==> config.mk <==
export PLATFORM = sky130hd
export DESIGN_NAME = foo_ctrl_flat
export DESIGN_NICKNAME = d
export VERILOG_FILES = /design/src/rtl/foo_pkg.sv /design/src/rtl/foo_ctrl_if.sv /design/src/rtl/foo_ctrl_fsm.sv /design/src/rtl/foo_ctrl.sv /design/src/flat_wrapper.sv
export SDC_FILE = /design/constraint.sdc
export NUM_CORES = 1
export LEC_CHECK = 0
export ABC_AREA = 1
export BUFFER_PORTS_ARGS = -buffer_cell sky130_fd_sc_hd__buf_4
export CORE_ASPECT_RATIO = 1.1
export CORE_MARGIN = 4
export CORE_UTILIZATION = 57
export CTS_CLUSTER_SIZE = 14
export DETAILED_ROUTE_END_ITERATION = 16
export PLACE_DENSITY = 0.86
export SYNTH_ARGS = -nofsm -noshare
export SYNTH_HDL_FRONTEND = slang
export SYNTH_SLANG_ARGS = --single-unit
==> constraint.sdc <==
create_clock -name i_CLK -period 4.3 [get_ports i_CLK]
set_input_delay 0.43 -clock i_CLK [delete_from_list [all_inputs] [get_ports i_CLK]]
set_output_delay 0.43 -clock i_CLK [all_outputs]
set_load 0.02 [all_outputs]
==> src/rtl/foo_pkg.sv <==
// foo_pkg: shared constants for the foo_ctrl frame-tracking slice.
// FSM encoding, Bayer pattern codes and default widths.
package foo_pkg;

  localparam int FOO_K_BIT        = 14;
  localparam int FOO_CH_NUM_BIT   = 2;
  localparam int FOO_GAIN_BIT     = 10;
  localparam int FOO_LINE_CNT_BIT = 13;
  localparam int FOO_ERR_CNT_BIT  = 8;

  localparam logic [0:0] ST_IDLE   = 1'b0;
  localparam logic [0:0] ST_ACTIVE = 1'b1;

  typedef logic [1:0] bayer_t;

  localparam bayer_t BAYER_RGGB = 2'd0;
  localparam bayer_t BAYER_GRBG = 2'd1;
  localparam bayer_t BAYER_GBRG = 2'd2;
  localparam bayer_t BAYER_BGGR = 2'd3;

endpackage

==> src/rtl/foo_ctrl_if.sv <==
// foo_ctrl_if: input pixel stream (valid/ready) into foo_ctrl.
// master = pixel source, slave = foo_ctrl.
interface foo_ctrl_if
  import foo_pkg::*;
#(
  parameter int p_k_bit      = FOO_K_BIT,
  parameter int p_ch_num_bit = FOO_CH_NUM_BIT
) ();

  logic                            i_VALID;
  logic                            o_READY;
  logic [p_k_bit*p_ch_num_bit-1:0] i_PIXELS;
  logic                            i_SOF;
  logic                            i_EOL;

  modport master (
    output i_VALID,
    output i_PIXELS,
    output i_SOF,
    output i_EOL,
    input  o_READY
  );

  modport slave (
    input  i_VALID,
    input  i_PIXELS,
    input  i_SOF,
    input  i_EOL,
    output o_READY
  );

endinterface

==> src/rtl/foo_ctrl_fsm.sv <==
// foo_ctrl_fsm: frame/line tracking, per-frame register shadows, error pulse.
// Error counter present only when FOO_CTRL_ERR_CNT_EN is defined.
module foo_ctrl_fsm
  import foo_pkg::*;
#(
  parameter int p_foo_gain_bit = FOO_GAIN_BIT,
  parameter int p_line_cnt_bit = FOO_LINE_CNT_BIT
) (
  input  logic                        i_CLK,
  input  logic                        i_RSTn,
  input  logic                        i_acc,
  input  logic                        i_sof,
  input  logic                        i_eol,
  input  bayer_t                      i_arr,
  input  logic [3*p_foo_gain_bit-1:0] i_gain,
  input  logic [p_line_cnt_bit-1:0]   i_height,
  input  logic                        i_err_clr,
  output logic                        o_keep,
  output logic                        o_y_lsb,
  output bayer_t                      o_arr,
  output logic [3*p_foo_gain_bit-1:0] o_coeff,
  output logic                        o_err,
  output logic [FOO_ERR_CNT_BIT-1:0]  o_err_cnt
);

  logic [0:0]                  state_q, state_d;
  logic [p_line_cnt_bit-1:0]   line_q, line_d, cur_line;
  logic                        par_q, par_d;
  bayer_t                      arr_q, arr_d;
  logic [3*p_foo_gain_bit-1:0] gain_q, gain_d;
  logic                        err_d;
  logic                        last;
  logic                        active;

  assign active = (state_q == ST_ACTIVE);

  // A SOF beat sees the live registers; later beats see the shadows.
  always_comb begin
    state_d  = state_q;
    line_d   = line_q;
    par_d    = par_q;
    arr_d    = arr_q;
    gain_d   = gain_q;
    err_d    = 1'b0;
    cur_line = i_sof ? '0 : line_q;
    last     = (i_height == '0) ||
               (cur_line == i_height - 1'b1);
    o_keep   = i_sof | active;
    o_y_lsb  = i_sof ? 1'b0 : par_q;
    o_arr    = i_sof ? i_arr : arr_q;
    o_coeff  = i_sof ? i_gain : gain_q;
    if (i_acc) begin
      unique case (1'b1)
        i_sof: begin
          err_d   = active;
          state_d = ST_ACTIVE;
          line_d  = '0;
          par_d   = 1'b0;
          arr_d   = i_arr;
          gain_d  = i_gain;
        end
        (!i_sof && !active): err_d = 1'b1;
        default: ;
      endcase
      if (o_keep && i_eol) begin
        line_d = cur_line + 1'b1;
        par_d  = ~o_y_lsb;
        if (last) state_d = ST_IDLE;
      end
    end
  end

  always_ff @(posedge i_CLK or negedge i_RSTn) begin
    if (!i_RSTn) begin
      state_q <= ST_IDLE;
      line_q  <= '0;
      par_q   <= 1'b0;
      arr_q   <= '0;
      gain_q  <= '0;
      o_err   <= 1'b0;
    end else begin
      state_q <= state_d;
      line_q  <= line_d;
      par_q   <= par_d;
      arr_q   <= arr_d;
      gain_q  <= gain_d;
      o_err   <= err_d;
    end
  end

`ifdef FOO_CTRL_ERR_CNT_EN
  logic [FOO_ERR_CNT_BIT-1:0] cnt_q;

  always_ff @(posedge i_CLK or negedge i_RSTn) begin
    if (!i_RSTn) begin
      cnt_q <= '0;
    end else if (i_err_clr) begin
      cnt_q <= '0;
    end else if (o_err && (cnt_q != '1)) begin
      cnt_q <= cnt_q + 1'b1;
    end
  end

  assign o_err_cnt = cnt_q;
`else
  logic unused_err_clr;
  assign unused_err_clr = i_err_clr;
  assign o_err_cnt      = '0;
`endif

endmodule

==> src/rtl/foo_ctrl.sv <==
// foo_ctrl: control/valid pipeline in front of the Bayer correction stage.
// Optional error counter: define FOO_CTRL_ERR_CNT_EN.
module foo_ctrl
  import foo_pkg::*;
#(
  parameter int p_k_bit        = FOO_K_BIT,
  parameter int p_ch_num_bit   = FOO_CH_NUM_BIT,
  parameter int p_foo_gain_bit = FOO_GAIN_BIT,
  parameter int p_line_cnt_bit = FOO_LINE_CNT_BIT
) (
  input  logic                            i_CLK,
  input  logic                            i_RSTn,
  foo_ctrl_if.slave                       s_in,
  input  logic [1:0]                      i_REG_FOO_ARR_TYPE,
  input  logic [3*p_foo_gain_bit-1:0]     i_REG_FOO_GAIN_VEC,
  input  logic [p_line_cnt_bit-1:0]       i_REG_FOO_HEIGHT,
  output logic [p_k_bit*p_ch_num_bit-1:0] o_PIXELS,
  output logic [1:0]                      o_ARR_TYPE,
  output logic                            o_Y_LSB,
  output logic [3*p_foo_gain_bit-1:0]     o_COEFF_VEC,
  output logic [1:0]                      o_ENA_VEC,
  output logic                            o_OUT_VALID,
  input  logic                            i_OUT_READY,
  output logic                            o_OUT_SOF,
  output logic                            o_OUT_EOL,
  output logic                            o_ERR,
  output logic [7:0]                      o_ERR_CNT,
  input  logic                            i_ERR_CLR
);

  logic                        stall;
  logic                        acc;
  logic                        keep;
  logic                        y_lsb;
  bayer_t                      arr;
  logic [3*p_foo_gain_bit-1:0] coeff;
  logic                        v0, v1, v2;
  logic                        sof0, sof1, sof2;
  logic                        eol0, eol1, eol2;

  assign stall       = v2 & ~i_OUT_READY;
  assign s_in.o_READY = ~stall;
  assign acc         = s_in.i_VALID & ~stall;
  // Correction stage is held frozen while reset is asserted.
  assign o_ENA_VEC   = {2{~stall & i_RSTn}};

  foo_ctrl_fsm #(
    .p_foo_gain_bit (p_foo_gain_bit),
    .p_line_cnt_bit (p_line_cnt_bit)
  ) u_fsm (
    .i_CLK     (i_CLK),
    .i_RSTn    (i_RSTn),
    .i_acc     (acc),
    .i_sof     (s_in.i_SOF),
    .i_eol     (s_in.i_EOL),
    .i_arr     (i_REG_FOO_ARR_TYPE),
    .i_gain    (i_REG_FOO_GAIN_VEC),
    .i_height  (i_REG_FOO_HEIGHT),
    .i_err_clr (i_ERR_CLR),
    .o_keep    (keep),
    .o_y_lsb   (y_lsb),
    .o_arr     (arr),
    .o_coeff   (coeff),
    .o_err     (o_ERR),
    .o_err_cnt (o_ERR_CNT)
  );

  always_ff @(posedge i_CLK or negedge i_RSTn) begin
    if (!i_RSTn) begin
      o_PIXELS    <= '0;
      o_Y_LSB     <= 1'b0;
      o_ARR_TYPE  <= '0;
      o_COEFF_VEC <= '0;
      v0   <= 1'b0;
      v1   <= 1'b0;
      v2   <= 1'b0;
      sof0 <= 1'b0;
      sof1 <= 1'b0;
      sof2 <= 1'b0;
      eol0 <= 1'b0;
      eol1 <= 1'b0;
      eol2 <= 1'b0;
    end else if (!stall) begin
      o_PIXELS    <= s_in.i_PIXELS;
      o_Y_LSB     <= y_lsb;
      o_ARR_TYPE  <= arr;
      o_COEFF_VEC <= coeff;
      v0   <= acc & keep;
      sof0 <= acc & keep & s_in.i_SOF;
      eol0 <= acc & keep & s_in.i_EOL;
      v1   <= v0;
      sof1 <= sof0;
      eol1 <= eol0;
      v2   <= v1;
      sof2 <= sof1;
      eol2 <= eol1;
    end
  end

  assign o_OUT_VALID = v2;
  assign o_OUT_SOF   = sof2;
  assign o_OUT_EOL   = eol2;

endmodule

==> src/flat_wrapper.sv <==
// flat-port wrapper written by rule: the top's interface ports become plain ports
module foo_ctrl_flat import foo_pkg::*;
#(
  parameter int p_k_bit        = FOO_K_BIT,
  parameter int p_ch_num_bit   = FOO_CH_NUM_BIT,
  parameter int p_foo_gain_bit = FOO_GAIN_BIT,
  parameter int p_line_cnt_bit = FOO_LINE_CNT_BIT
)
  (i_CLK, i_RSTn, i_REG_FOO_ARR_TYPE, i_REG_FOO_GAIN_VEC, i_REG_FOO_HEIGHT, o_PIXELS, o_ARR_TYPE, o_Y_LSB, o_COEFF_VEC, o_ENA_VEC, o_OUT_VALID, i_OUT_READY, o_OUT_SOF, o_OUT_EOL, o_ERR, o_ERR_CNT, i_ERR_CLR, s_in_i_VALID, s_in_i_PIXELS, s_in_i_SOF, s_in_i_EOL, s_in_o_READY);
  foo_ctrl_if #(.p_k_bit(p_k_bit), .p_ch_num_bit(p_ch_num_bit)) s_in_i ();
  input  logic i_CLK;
  input  logic i_RSTn;
  input  logic [1:0] i_REG_FOO_ARR_TYPE;
  input  logic [3*p_foo_gain_bit-1:0] i_REG_FOO_GAIN_VEC;
  input  logic [p_line_cnt_bit-1:0] i_REG_FOO_HEIGHT;
  output logic [p_k_bit*p_ch_num_bit-1:0] o_PIXELS;
  output logic [1:0] o_ARR_TYPE;
  output logic o_Y_LSB;
  output logic [3*p_foo_gain_bit-1:0] o_COEFF_VEC;
  output logic [1:0] o_ENA_VEC;
  output logic o_OUT_VALID;
  input  logic i_OUT_READY;
  output logic o_OUT_SOF;
  output logic o_OUT_EOL;
  output logic o_ERR;
  output logic [7:0] o_ERR_CNT;
  input  logic i_ERR_CLR;
  input wire logic [$bits(s_in_i.i_VALID)-1:0] s_in_i_VALID;
  input wire logic [$bits(s_in_i.i_PIXELS)-1:0] s_in_i_PIXELS;
  input wire logic [$bits(s_in_i.i_SOF)-1:0] s_in_i_SOF;
  input wire logic [$bits(s_in_i.i_EOL)-1:0] s_in_i_EOL;
  output wire logic [$bits(s_in_i.o_READY)-1:0] s_in_o_READY;
  assign s_in_i.i_VALID = s_in_i_VALID;
  assign s_in_i.i_PIXELS = s_in_i_PIXELS;
  assign s_in_i.i_SOF = s_in_i_SOF;
  assign s_in_i.i_EOL = s_in_i_EOL;
  assign s_in_o_READY = s_in_i.o_READY;
  foo_ctrl #(.p_k_bit(p_k_bit), .p_ch_num_bit(p_ch_num_bit), .p_foo_gain_bit(p_foo_gain_bit), .p_line_cnt_bit(p_line_cnt_bit)) u_core (.i_CLK(i_CLK), .i_RSTn(i_RSTn), .s_in(s_in_i), .i_REG_FOO_ARR_TYPE(i_REG_FOO_ARR_TYPE), .i_REG_FOO_GAIN_VEC(i_REG_FOO_GAIN_VEC), .i_REG_FOO_HEIGHT(i_REG_FOO_HEIGHT), .o_PIXELS(o_PIXELS), .o_ARR_TYPE(o_ARR_TYPE), .o_Y_LSB(o_Y_LSB), .o_COEFF_VEC(o_COEFF_VEC), .o_ENA_VEC(o_ENA_VEC), .o_OUT_VALID(o_OUT_VALID), .i_OUT_READY(i_OUT_READY), .o_OUT_SOF(o_OUT_SOF), .o_OUT_EOL(o_OUT_EOL), .o_ERR(o_ERR), .o_ERR_CNT(o_ERR_CNT), .i_ERR_CLR(i_ERR_CLR));
endmodule
Word level (Yosys, flattened, before mapping)
Index checks and enable logic that the tools add are counted.
- flip-flop bits (word level): 118
- word-level logic and storage cells: 49
- input bits: 80
- multiplexer cells: 11
- bitwise logic cells: 10
- add/sub/neg operators: 2
- reductions and logical operators: 6
- equality and inequality tests: 1
- operator list (cell ; number):
    2-to-1 mux 30 bit ; 1
    2-to-1 mux 13 bit ; 2
    adder 13 x 1 -> 13 bit, second input constant ; 1
    == test 13 bit ; 1
    logical NOT 13 bit ; 1
    subtractor 13 x 1 -> 13 bit, second input constant ; 1
    bitwise AND 1 bit ; 6
    2-to-1 mux 1 bit ; 6
    inverter 1 bit ; 3
    logical AND 1 bit ; 2
    logical NOT 1 bit ; 2
    2-to-1 mux 2 bit ; 1
    case mux 1 bit (2 select lines) ; 1
    logical OR 1 bit ; 1
    bitwise OR 1 bit ; 1

Longest topological paths before layout
- depth in word-level cells: 6
- mapped depth: 17

By module
From an unflattened synthesis, not the netlist that was laid out.
- cell total of the unflattened synthesis: 760
- area total of the unflattened synthesis: 5858.1 um^2
- modules (own cells, without submodules) (module ; cells each ; instances ; area each (um^2)):
    foo_ctrl_fsm ; 460 ; 1 ; 3155.5
    foo_ctrl ; 300 ; 1 ; 2702.6

Worst setup path before layout
No wires, ideal clock.
- path kind: register to output
- start: register u_core.v2 (netlist: u_core.o_OUT_VALID)
- end: output port o_ENA_VEC[1]
- cell stages (with the launch flop): 6
- arrival time: 1.344 ns
- data required time: 3.870 ns
- path slack: 2.526 ns
- path buffers: 2
- cells stage by stage: dfrtp_1 inv_1 nor2_4 clkbuf_1 nor2_1 buf_4
- cells in the longest elaborated chain, start to end: 3
- ends and longest elaborated chain (element ; RTL line ; text):
    start, declared ; foo_ctrl.sv:37 ; logic v0, v1, v2;
    start signal, assigned ; foo_ctrl.sv:94 ; v2 <= v1;
    bitwise AND 1 bit ; foo_ctrl.sv:41 ; assign stall = v2 & ~i_OUT_READY;
    inverter 1 bit ; foo_ctrl.sv:45 ; assign o_ENA_VEC = {2{~stall & i_RSTn}};
    bitwise AND 1 bit ; foo_ctrl.sv:45 ;
    end, declared ; flat_wrapper.sv:20 ; output logic [1:0] o_ENA_VEC;
No other way between the ends.

Worst setup path in the final report
- start: input port i_RSTn
- end: output port o_ENA_VEC[0]
- cells in the longest elaborated chain, start to end: 1
- ends and longest elaborated chain (element ; RTL line ; text):
    start, declared ; flat_wrapper.sv:12 ; input logic i_RSTn;
    bitwise AND 1 bit ; foo_ctrl.sv:45 ;
No other way between the ends.

==> flow_summary.ini <==
[worst_setup_path]
path_max_fanout = 61
crit_required_ps = 3870
arrival_ps = 2020
crit_path_end_kind = output port
cp_slowest_stage_delay_ps = 590
critPathBufInv = 4
crit_chain = dlygate4sd3_1 > buf_4 > inv_1 > nor2_1 > buf_4
cp_slowest_cell = buf_4
cp_top_family = buffers and inverters
start_kind = input port
path_common_cell = buf_4
crit_type = input port to output port

[logic_synthesis]
avgSynthCellArea_um2 = 7.525
syn_area_um2 = 5742
synth_cell_types = 29
yosys_warnings = 0
synth-seq-area-share_pct = 51.43
syn_inst = 763
ys_seq_elements = 118

[global_route]
antenna_found_initial = 0
overflow = 0
grt_pass1_vias = 5564
grt.total_usage_pct = 26.64
grt_max_degree = 72
grt_first_pass_wirelength_um = 25520

[cts]
post_cts_resized = 0
ctsLongestPathBuffers = 2
cts_made_buffers = 17
clk_pin_slew_ps = 60
worst_skew_pair.late_latency_ps = 520
htreeDepth = 4
cts-root-buf = clkbuf_8
cts_sinks = 118
cts_tree = done

[sta]
tightest_slew_ps = 991.3
fmax_mhz = 407.6
hold_viol = 0
slew_viol_final = 0
skew_ps = 5.275
max_slew_margin_pct = 33.82
finalSetupTns_ps = 0
setup_violations = 0
period_minus_slack_ps = 2453
post-route-period-util_pct = 57.05
rsz0062_at_grt = no

[placed_design]
place_inst = 998
gp_congestion = 0.8762
dp_hpwl_um = 9616
numPortBuffers = 146

[pwr]
finalPower_mw = 4.527
p_leak_nw = 4.040
ir_drop_mv = 0.4045
power_density_nw_per_um2 = 603.0

[drt]
vias_per_cell = 5.120
drcViolationCount = 0
first_iter_violations = 279
vias = 5279
dr.pass1.iters = 5
ant_nets = 0
wire_per_inst_um = 14.46
wl_um = 14910

[worst_hold_path]
min_path_type = input port to flip-flop

[final_layout]
layout.cells.non_filler = 1031
diodes = 0
post_route_cells_drive_above_1_share_pct = 21.30
syn2layout_area_growth_pct = 30.75
layout.nets = 982

[run_status]
status = completed

[floorplanning]
die-height_um = 113.3
start_util_pct = 58.34
placementRows = 38
die_w_um = 103.7
pin_count = 156
core-area_um2 = 9842
die_area_um2 = 11750

[job]
drv_cap = 0
==> Yosys cell counts, drive strengths merged <==
cell,count,share of area [%]
nand3b,2,0.26
buf,22,2.5
xnor2,5,0.76
clkinv,1,0.087
o22ai,3,0.33
nor2,34,2.4
nand3,22,2.0
nand2,357,24
nand4,5,0.54
clkbuf,19,1.2
dfrtp,118,51
xor2,7,1.1
inv,80,5.3
nor3,8,0.96
nor4,1,0.11
conb,1,0.065
o21ai,74,6.5
ha,4,0.87
==> tightest hold or removal path: cells and delay by family <==
family	cells	cell delay, ps
buffers and inverters	1	80
AND/OR/NAND/NOR	2	80
==> cell type report <==
class	count	area, um^2
multi-input cells	530	2290
repair buffers	150	1129
fillers	657	2335
inverters	81	307.8
clock buffers	20	455.4
clock inverters	12	222.7
well taps	120	150.1
flip-flops and latches	118	2953
==> per-layer routing <==
metal	vias up	track usage [%]	share of wire, %	wire (um)
met1	2479	32.13	41	6089
met2	175	45.86	51	7557
met5	-	0	0	0
li1	2586	-	-	-
met4	0	11.26	2.8	422
met3	39	6.788	5.6	842
==> layout by cell type (no fill, tap or decap), drive strengths merged <==
master       instances
buf                149
clkinv               2
xnor2                5
nand4                5
dfrtp              118
conb                 8
nor2                34
inv                 80
o22ai                3
xor2                 7
clkinvlp             5
o21ai               74
dlygate4sd3          1
ha                   4
nand2              357
nor4                 1
nand3               22
nand3b               2
nor3                 8
clkbuf              20
bufinv               6
==> report_power, final <==
part / internal (mW) / leakage (nW) / switching (mW)
sequential: 1.43 / 1.49 / 0.165
combinational: 0.477 / 2.24 / 0.846
clock: 1.10 / 0.315 / 0.504
total: 3.01 / 4.04 / 1.52
==> sequential cells by signal, summed over array words and instances, names as in the netlist <==
name                 count
u_core.eol0              1
u_core.o_Y_LSB           1
u_core.u_fsm.par_q       1
u_core.o_PIXELS         28
u_core.sof1              1
u_core.u_fsm.gain_q     30
u_core.o_COEFF_VEC      30
u_core.eol1              1
u_core.o_OUT_SOF         1
u_core.v1                1
u_core.v0                1
u_core.u_fsm.active      1
u_core.u_fsm.line_q     13
u_core.o_OUT_VALID       1
u_core.u_fsm.o_err       1
u_core.o_ARR_TYPE        2
u_core.o_OUT_EOL         1
u_core.u_fsm.arr_q       2
u_core.sof0              1
==> cell families after synthesis <==
group,Yosys count,share of synthesized area (%)
other,1,0.06531
flip-flops,118,51.43
AND/OR/NAND/NOR,429,29.88
buffers and inverters,122,9.152
adder cells (fa/ha/maj),4,0.8717
AO/OA/AOI/OAI,77,6.777
XOR/XNOR,12,1.830
==> through the flow <==
| step | hold slack, ps | util (%) | setup slack, ps | cell area (um^2) |
|---|---|---|---|---|
| 2_1_floorplan | 134.4 | - | 2526 | 5768 |
| 3_3_place_gp | 437.0 | 69.29 | 1855 | 6819 |
| 3_5_place_dp | 438.5 | 69.29 | 1773 | 6819 |
| 4_1_cts | 86.38 | 76.28 | 1821 | 7507 |
| 5_1_grt | 99.27 | 76.28 | 1652 | 7507 |
| 6_report | 101.9 | 76.28 | 1847 | 7507 |
==> final timing paths <==
kind                                                       endpoint  depth (start not counted)                            from  slack, ps
worst max-delay path                                   o_ENA_VEC[0]                          5                          i_RSTn       1850
worst min-delay path                u_core.o_PIXELS[13]$_DFFE_PN0N_                          3               s_in_i_PIXELS[13]        100
worst max register to register  u_core.u_fsm.line_q[12]$_DFFE_PN0P_                          8  u_core.o_OUT_VALID$_DFFE_PN0N_       1920
worst min register to register       u_core.o_OUT_VALID$_DFFE_PN0N_                          2           u_core.v1$_DFFE_PN0N_        480
max in group asynchronous              u_core.u_fsm.o_err$_DFF_PN0_                          3                          i_RSTn       2560
min in group asynchronous        u_core.u_fsm.gain_q[3]$_DFFE_PN0P_                          2                          i_RSTn        520
==> what timing repair did <==
action,CTS,global route
hold endpoints to repair,24,0
setup buffers,0,0
hold buffers,1,0
No activity file was read; power rests on OpenSTA's default activity.
